$ cat src/rtl/graphics_pkg.sv
// Shared definitions for the screen rectangle scanner: FSM state encoding and
// default framebuffer geometry.
package graphics_pkg;

  typedef enum logic [2:0] {
    S_IDLE  = 3'd0,
    S_READ  = 3'd1,
    S_WRITE = 3'd2,
    S_SKIP  = 3'd3,
    S_DONE  = 3'd4
  } state_t;

  localparam int DEFAULT_SCREEN_W   = 160;
  localparam int DEFAULT_SCREEN_H   = 120;
  localparam int DEFAULT_ADDR_WIDTH = 15;

endpackage

$ cat src/rtl/screen_rect_scanner_if.sv
// Client + framebuffer bus of the scanner. slave = scanner view, master = the
// client/RAM side that drives requests, the new colour and read data.
interface screen_rect_scanner_if #(
  parameter int WIDTH        = 8,
  parameter int COLOUR_WIDTH = 3,
  parameter int ADDR_WIDTH   = 15
);
  logic                    screen_start;
  logic [WIDTH-1:0]        screen_x_min;
  logic [WIDTH-1:0]        screen_y_min;
  logic [WIDTH-1:0]        screen_x_range;
  logic [WIDTH-1:0]        screen_y_range;
  logic [COLOUR_WIDTH-1:0] new_screen_colour;
  logic [WIDTH-1:0]        screen_x;
  logic [WIDTH-1:0]        screen_y;
  logic [COLOUR_WIDTH-1:0] old_screen_colour;
  logic                    screen_done;
  logic [ADDR_WIDTH-1:0]   mem_addr;
  logic [COLOUR_WIDTH-1:0] mem_wdata;
  logic                    mem_we;
  logic [COLOUR_WIDTH-1:0] mem_rdata;

  modport slave (
    input  screen_start, screen_x_min, screen_y_min, screen_x_range,
           screen_y_range, new_screen_colour, mem_rdata,
    output screen_x, screen_y, old_screen_colour, screen_done,
           mem_addr, mem_wdata, mem_we
  );

  modport master (
    output screen_start, screen_x_min, screen_y_min, screen_x_range,
           screen_y_range, new_screen_colour, mem_rdata,
    input  screen_x, screen_y, old_screen_colour, screen_done,
           mem_addr, mem_wdata, mem_we
  );
endinterface

$ cat src/rtl/screen_rect_scanner_raster_counter.sv
// raster_counter: x/y nested counter over a latched rectangle. Ends are held in
// WIDTH+1 bits so wide rectangles run past 2^WIDTH-1 instead of wrapping.
module raster_counter #(
  parameter int WIDTH    = 8,
  parameter int SCREEN_W = 160,
  parameter int SCREEN_H = 120,
  parameter bit CLIP     = 1'b0
) (
  input  logic             clock,
  input  logic             reset,
  input  logic             load,
  input  logic             step,
  input  logic [WIDTH-1:0] x_min,
  input  logic [WIDTH-1:0] y_min,
  input  logic [WIDTH-1:0] x_range,
  input  logic [WIDTH-1:0] y_range,
  output logic [WIDTH-1:0] x,
  output logic [WIDTH-1:0] y,
  output logic             last,
  output logic             load_vis,
  output logic             step_vis
);
  localparam int CW = WIDTH + 1;

  logic [WIDTH-1:0] x_min_q;
  logic [CW-1:0]    x_end_q, y_end_q;
  logic [CW-1:0]    x_q, y_q;
  logic [CW-1:0]    step_x, step_y;
  logic             x_wrap;

  // Visibility of a pixel; always true when clipping is compiled out.
  function automatic logic on_screen(input logic [CW-1:0] px, input logic [CW-1:0] py);
    return !CLIP || ((px < CW'(SCREEN_W)) && (py < CW'(SCREEN_H)));
  endfunction

  always_comb begin
    x_wrap = (x_q == x_end_q);
    step_x = x_wrap ? {1'b0, x_min_q} : x_q + CW'(1);
    step_y = x_wrap ? y_q + CW'(1) : y_q;
  end

  assign last     = x_wrap && (y_q == y_end_q);
  assign load_vis = on_screen({1'b0, x_min}, {1'b0, y_min});
  assign step_vis = on_screen(step_x, step_y);
  assign x        = x_q[WIDTH-1:0];
  assign y        = y_q[WIDTH-1:0];

  // NOTE: registers use non-blocking assignments so every flop samples pre-edge values.
  always_ff @(posedge clock or negedge reset) begin
    if (!reset) begin
      x_min_q <= '0;
      x_end_q <= '0;
      y_end_q <= '0;
      x_q     <= '0;
      y_q     <= '0;
    end else if (load) begin
      x_min_q <= x_min;
      x_end_q <= {1'b0, x_min} + {1'b0, x_range};
      y_end_q <= {1'b0, y_min} + {1'b0, y_range};
      x_q     <= {1'b0, x_min};
      y_q     <= {1'b0, y_min};
    end else if (step) begin
      x_q <= step_x;
      y_q <= step_y;
    end
  end
endmodule

$ cat src/rtl/screen_rect_scanner.sv
// Walks a rectangle in raster order, read-modify-writing each framebuffer pixel
// through the client. Define SCREEN_RECT_SCANNER_CLIP_EN to skip off-screen pixels.
module screen_rect_scanner
  import graphics_pkg::*;
#(
  parameter int WIDTH        = 8,
  parameter int COLOUR_WIDTH = 3,
  parameter int SCREEN_W     = DEFAULT_SCREEN_W,
  parameter int SCREEN_H     = DEFAULT_SCREEN_H,
  parameter int ADDR_WIDTH   = DEFAULT_ADDR_WIDTH
) (
  input logic                  clock,
  input logic                  reset,
  screen_rect_scanner_if.slave bus
);
`ifdef SCREEN_RECT_SCANNER_CLIP_EN
  localparam bit CLIP_EN = 1'b1;
`else
  localparam bit CLIP_EN = 1'b0;
`endif

  state_t           state;
  logic             armed;
  logic             load, step, last, load_vis, step_vis;
  logic [WIDTH-1:0] x, y;
  logic [ADDR_WIDTH-1:0] pix_addr;

  assign load = (state == S_IDLE) && bus.screen_start && armed;
  assign step = ((state == S_WRITE) || (state == S_SKIP)) && !last;

  raster_counter #(
    .WIDTH   (WIDTH),
    .SCREEN_W(SCREEN_W),
    .SCREEN_H(SCREEN_H),
    .CLIP    (CLIP_EN)
  ) u_counter (
    .clock   (clock),
    .reset   (reset),
    .load    (load),
    .step    (step),
    .x_min   (bus.screen_x_min),
    .y_min   (bus.screen_y_min),
    .x_range (bus.screen_x_range),
    .y_range (bus.screen_y_range),
    .x       (x),
    .y       (y),
    .last    (last),
    .load_vis(load_vis),
    .step_vis(step_vis)
  );

  // armed drops on acceptance and only returns once start is seen low in IDLE.
  always_ff @(posedge clock or negedge reset) begin
    if (!reset) begin
      state <= S_IDLE;
      armed <= 1'b1;
    end else begin
      case (state)
        S_IDLE: begin
          if (load) begin
            armed <= 1'b0;
            state <= load_vis ? S_READ : S_SKIP;
          end else if (!bus.screen_start) begin
            armed <= 1'b1;
          end
        end
        S_READ:          state <= S_WRITE;
        S_WRITE, S_SKIP: state <= last ? S_DONE : (step_vis ? S_READ : S_SKIP);
        S_DONE:          state <= S_IDLE;
        default:         state <= S_IDLE;
      endcase
    end
  end

  assign pix_addr = ADDR_WIDTH'(y) * ADDR_WIDTH'(SCREEN_W) + ADDR_WIDTH'(x);

  // NOTE: every output gets a default first so this block cannot infer latches.
  always_comb begin
    bus.screen_x          = x;
    bus.screen_y          = y;
    bus.old_screen_colour = '0;
    bus.screen_done       = 1'b0;
    bus.mem_addr          = '0;
    bus.mem_wdata         = '0;
    bus.mem_we            = 1'b0;
    case (state)
      S_READ: bus.mem_addr = pix_addr;
      S_WRITE: begin
        bus.mem_addr          = pix_addr;
        bus.old_screen_colour = bus.mem_rdata;
        bus.mem_wdata         = bus.new_screen_colour;
        bus.mem_we            = 1'b1;
      end
      S_DONE:  bus.screen_done = 1'b1;
      default: ;
    endcase
  end
endmodule

$ cat src/flat_wrapper.sv
// flat-port wrapper written by rule: the top's interface ports become plain ports
module screen_rect_scanner_flat import graphics_pkg::*;
#(
  parameter int WIDTH        = 8,
  parameter int COLOUR_WIDTH = 3,
  parameter int SCREEN_W     = DEFAULT_SCREEN_W,
  parameter int SCREEN_H     = DEFAULT_SCREEN_H,
  parameter int ADDR_WIDTH   = DEFAULT_ADDR_WIDTH
)
  (clock, reset, bus_screen_start, bus_screen_x_min, bus_screen_y_min, bus_screen_x_range, bus_screen_y_range, bus_new_screen_colour, bus_mem_rdata, bus_screen_x, bus_screen_y, bus_old_screen_colour, bus_screen_done, bus_mem_addr, bus_mem_wdata, bus_mem_we);
  screen_rect_scanner_if #(.WIDTH(WIDTH), .COLOUR_WIDTH(COLOUR_WIDTH), .ADDR_WIDTH(ADDR_WIDTH)) bus_i ();
  input logic clock;
  input logic reset;
  input wire logic [$bits(bus_i.screen_start)-1:0] bus_screen_start;
  input wire logic [$bits(bus_i.screen_x_min)-1:0] bus_screen_x_min;
  input wire logic [$bits(bus_i.screen_y_min)-1:0] bus_screen_y_min;
  input wire logic [$bits(bus_i.screen_x_range)-1:0] bus_screen_x_range;
  input wire logic [$bits(bus_i.screen_y_range)-1:0] bus_screen_y_range;
  input wire logic [$bits(bus_i.new_screen_colour)-1:0] bus_new_screen_colour;
  input wire logic [$bits(bus_i.mem_rdata)-1:0] bus_mem_rdata;
  output wire logic [$bits(bus_i.screen_x)-1:0] bus_screen_x;
  output wire logic [$bits(bus_i.screen_y)-1:0] bus_screen_y;
  output wire logic [$bits(bus_i.old_screen_colour)-1:0] bus_old_screen_colour;
  output wire logic [$bits(bus_i.screen_done)-1:0] bus_screen_done;
  output wire logic [$bits(bus_i.mem_addr)-1:0] bus_mem_addr;
  output wire logic [$bits(bus_i.mem_wdata)-1:0] bus_mem_wdata;
  output wire logic [$bits(bus_i.mem_we)-1:0] bus_mem_we;
  assign bus_i.screen_start = bus_screen_start;
  assign bus_i.screen_x_min = bus_screen_x_min;
  assign bus_i.screen_y_min = bus_screen_y_min;
  assign bus_i.screen_x_range = bus_screen_x_range;
  assign bus_i.screen_y_range = bus_screen_y_range;
  assign bus_i.new_screen_colour = bus_new_screen_colour;
  assign bus_i.mem_rdata = bus_mem_rdata;
  assign bus_screen_x = bus_i.screen_x;
  assign bus_screen_y = bus_i.screen_y;
  assign bus_old_screen_colour = bus_i.old_screen_colour;
  assign bus_screen_done = bus_i.screen_done;
  assign bus_mem_addr = bus_i.mem_addr;
  assign bus_mem_wdata = bus_i.mem_wdata;
  assign bus_mem_we = bus_i.mem_we;
  screen_rect_scanner #(.WIDTH(WIDTH), .COLOUR_WIDTH(COLOUR_WIDTH), .SCREEN_W(SCREEN_W), .SCREEN_H(SCREEN_H), .ADDR_WIDTH(ADDR_WIDTH)) u_core (.clock(clock), .reset(reset), .bus(bus_i));
endmodule
$ cat config.mk
export PLATFORM = sky130hd
export DESIGN_NAME = screen_rect_scanner_flat
export DESIGN_NICKNAME = d
export VERILOG_FILES = /design/src/rtl/graphics_pkg.sv /design/src/rtl/screen_rect_scanner_if.sv /design/src/rtl/screen_rect_scanner_raster_counter.sv /design/src/rtl/screen_rect_scanner.sv /design/src/flat_wrapper.sv
export SDC_FILE = /design/constraint.sdc
export NUM_CORES = 1
export LEC_CHECK = 0
export ABC_AREA = 1
export ABC_CLOCK_PERIOD_IN_PS = 5420
export CORE_AREA = 2 2 122 124
export DETAILED_ROUTE_END_ITERATION = 10
export DIE_AREA = 0 0 124 126
export GPL_ROUTABILITY_DRIVEN = 1
export PLACE_DENSITY = 0.58
export SETUP_SLACK_MARGIN = 0.02
export SYNTH_ARGS = -nofsm -noshare
export SYNTH_HDL_FRONTEND = slang
export SYNTH_SLANG_ARGS = --single-unit
$ cat constraint.sdc
create_clock -name clock -period 5.42 [get_ports clock]
set_input_delay 1.626 -clock clock [delete_from_list [all_inputs] [get_ports clock]]
set_output_delay 1.626 -clock clock [all_outputs]
set_load 0.05 [all_outputs]
==> impl_metrics.csv <==
group,metric,value,unit
outcome,status,"completed",
synthesis,synth_cell_types,39,
timing,holdWs,470,ps
global_route,grt_pass1_wl,17100,um
synthesis,yosysWarningCount,0,
pwr,combPwrFrac,14.9,%
pwr,p_leak,0.00258,uW
final_layout,nets,737,
synthesis,synth-simple-area-share,33.6,%
global_route,antenna_found_initial,0,
routing,routed_wl,10200,um
global_route,grt-ovfl-total,0,
floorplan,die_w,124,um
placement,dp.final_hpwl,8140,um
synthesis,syn_nets,678,
synthesis,synth_top_area_share,27.9,%
timing,slew_viol_final,0,
clocking,postCtsHoldBufs,0,
global_route,grt_pass1_vias,3478,
setup_path,critPathLaunch,"u_core.u_counter.y_q[3]$_DFFE_PN0P_",
placement,post_dp_cell_area,0.00504,mm^2
timing,finalSetupViolCount,0,
synthesis,yosys-top-cells-area,"dfrtp_1 28%, nand2_1 17%, ha_1 9.8%",
pwr,p_per_area,153,mW/mm^2
clocking,clock_path_buffers,2,
synthesis,synth_top_family_by_area,"simple AND/OR/NAND/NOR gates",
setup_path,critPathMaxFanout,8,
synthesis,seq_area_frac_synth,28.6,%
floorplan,rows,44,
synthesis,syn_area,0.00421,mm^2
routing,drt.antenna.violating_nets,0,
setup_path,cp_cell_sequence,"ha_1 > ha_1 > inv_1 > fa_1 > inv_1 > nand4_1 > o21ai_0 > nand2_1 > nor2_1 > o21ai_0 > a21oi_1 > clkdlybuf4s50_1",
pwr,p_sw_share,24.7,%
timing,min_period,5120,ps
final_layout,most-common-layout-cells,"188 x nand2_1, 77 x clkdlybuf4s50_1, 72 x inv_1, 47 x nor2_1, 47 x dfrtp_1",
setup_path,cpMaxStageDelayCell,"clkdlybuf4s50_1",
setup_path,reg2reg_slack,3050,ps
floorplan,die-area,0.0156,mm^2
timing,fmax,195,MHz
timing,rsz0062_at_grt,"false",
synthesis,synth_xor_area_share,5.62,%
timing,maxSlewHeadroom,58.4,%
timing,hold_violations,0,
clocking,h-tree-depth,2,
pwr,p_sw,197,uW
setup_path,slowest_delay,810,ps
setup_path,critPathLaunchType,"flop",
clocking,cts_made_buffers,5,
global_route,grt_start_max_net_pins,49,
setup_path,crit_path_end_kind,"primary output",
floorplan,initial_core_util,29.4,%
routing,vias,3724,
min_path,worstHoldStart,"u_core.state[1]$_DFFE_PN0P_",
final_layout,drive_gt1_share,7.42,%
floorplan,ios,80,
setup_path,r2r-start,"u_core.state[1]$_DFFE_PN0P_",
synthesis,synth_area_leader_cell,"dfrtp_1",
clocking,cts_tree,"yes",
routing,drc,0,
placement,numPortBuffers,79,
final_layout,diodes,0,
synthesis,synth-adder-area-share,11.7,%
setup_path,path_class,"reg2out",
clocking,clock_latency,290,ps
clocking,cts.clk_slew.worst_paths,70,ps
pwr,p_seq_share,45.0,%
timing,worst_pin_slew,624,ps
routing,dr.first_iter.drc_count,195,
synthesis,synthMuxAreaShare,0,%
floorplan,dieHeight,126,um
min_path,hp-class,"reg2reg",
final_layout,stdcell_area,0.00519,mm^2
setup_path,crit_buf_inv,3,
pwr,clockPowerShare,40.1,%
timing,finClkSkew,5.25,ps
final_layout,mostFrequentLayoutCell,"nand2_1",
final_layout,fillCellCount,1528,
synthesis,synth_compound_area_share,8.53,%
synthesis,synth_seq_cells,48,
clocking,clkSinkCount,48,
pwr,vdd_ir_drop_max,0.0950,mV
run,drv_cap,0,
setup_path,crit_arrival,3500,ps
synthesis,synth_cells,600,
setup_path,required,3790,ps
pwr,p_int,599,uW
setup_path,cpLargestDelayFamily,"buffers and inverters",
timing,tns,0,ps
placement,gp_congestion,0.804,
clocking,cts_root_buf,"clkbuf_16",
routing,viasPerCell,4.41,
routing,wl_per_cell,12.1,um
routing,drtPass1Iterations,4,
synthesis,syn_area_per_cell,7.02,um^2
final_layout,area_growth,23.3,%
global_route,grt_usage,13.6,%
timing,period_share,94.5,%
floorplan,core,0.0143,mm^2
## flip-flops by register name (all words and copies together) (netlist names)
signal                    flops
u_core.u_counter.x_min_q      8
u_core.u_counter.y_end_q      9
u_core.u_counter.y_q          9
u_core.u_counter.x_end_q      9
u_core.state                  3
u_core.u_counter.x_q          9
u_core.armed                  1
## path summary, 6_finish.rpt
| check | to | cells past startpoint |
|---|---|---|
| max | bus_mem_addr[12] | 12 |
| min | u_core.state[1]$_DFFE_PN0P_ | 1 |
| max reg2reg | u_core.u_counter.y_q[4]$_DFFE_PN0P_ | 9 |
| min reg2reg | u_core.state[1]$_DFFE_PN0P_ | 1 |
| max in group asynchronous | u_core.u_counter.y_end_q[7]$_DFFE_PN0P_ | 2 |
| min in group asynchronous | u_core.u_counter.x_min_q[7]$_DFFE_PN0P_ | 2 |
## stage by stage
| stage | worst slack, ps | power, uW | std cells | util [%] |
|---|---|---|---|---|
| after floorplan | 909 | 428 | 600 | - |
| after global placement | 549 | 485 | 836 | 35.2 |
| after detailed placement | 525 | 486 | 836 | 35.2 |
| after CTS | 204 | 808 | 844 | 36.3 |
| after global routing | 48.4 | 837 | 844 | 36.3 |
| final | 296 | 796 | 844 | 36.3 |
## what timing repair did
item | in CTS | in global routing
endpoints found under the setup margin | 0 | 1
resized for setup | 0 | 1
buffers inserted | 0 | 0
## area by class of cell
class | count | area (um^2) | share of cell area [%]
Multi-Input combinational cell | 443 | 2500 | 48.2
Sequential cell | 48 | 1200 | 23.2
Timing Repair Buffer | 81 | 803 | 15.5
Inverter | 80 | 300 | 5.78
Tap cell | 184 | 230 | 4.43
Clock buffer | 6 | 139 | 2.68
Clock inverter | 2 | 13.8 | 0.265
## routing by layer
| layer | vias up | track usage, % | share of wire [%] |
|---|---|---|---|
| met3 | 2 | 2.17 | 5.7 |
| met2 | 80 | 20.6 | 43 |
| met1 | 1634 | 20.2 | 51 |
| met5 | - | 0 | 0 |
| met4 | 0 | 3.11 | 0.60 |
| li1 | 2008 | - | - |
## synth_stat cells (all sizes together)
cell type and n:
o31ai 1, o21ai 36, dfrtp 47, nor4 1, clkbuf 6, o21a 1, a31oi 1, ha 33
nand4 12, or2 2, inv 79, a21oi 21, o211ai 3, dfstp 1, nand2 196, nand3b 1
buf 23, nor2 53, xor2 13, a31o 1, nor3 5, fa 4, xnor2 14, nand3 43
clkinv 1, a21boi 1, o22ai 1
## cells by family after synthesis
kind of cell,Yosys count
simple gates,313
buf+inv,109
compound gates,66
fa+ha+maj,37
flops,48
xor+xnor,27
## power by group through the flow
stage	Combinational, uW	Sequential (uW)	Clock (uW)
after detailed placement	121	365	0
after global routing	134	358	346
after global placement	120	365	0
after floorplan	62.5	365	0
after CTS	121	358	329
final	118	358	320
Note: power is estimated with default switching activity, not from simulation.
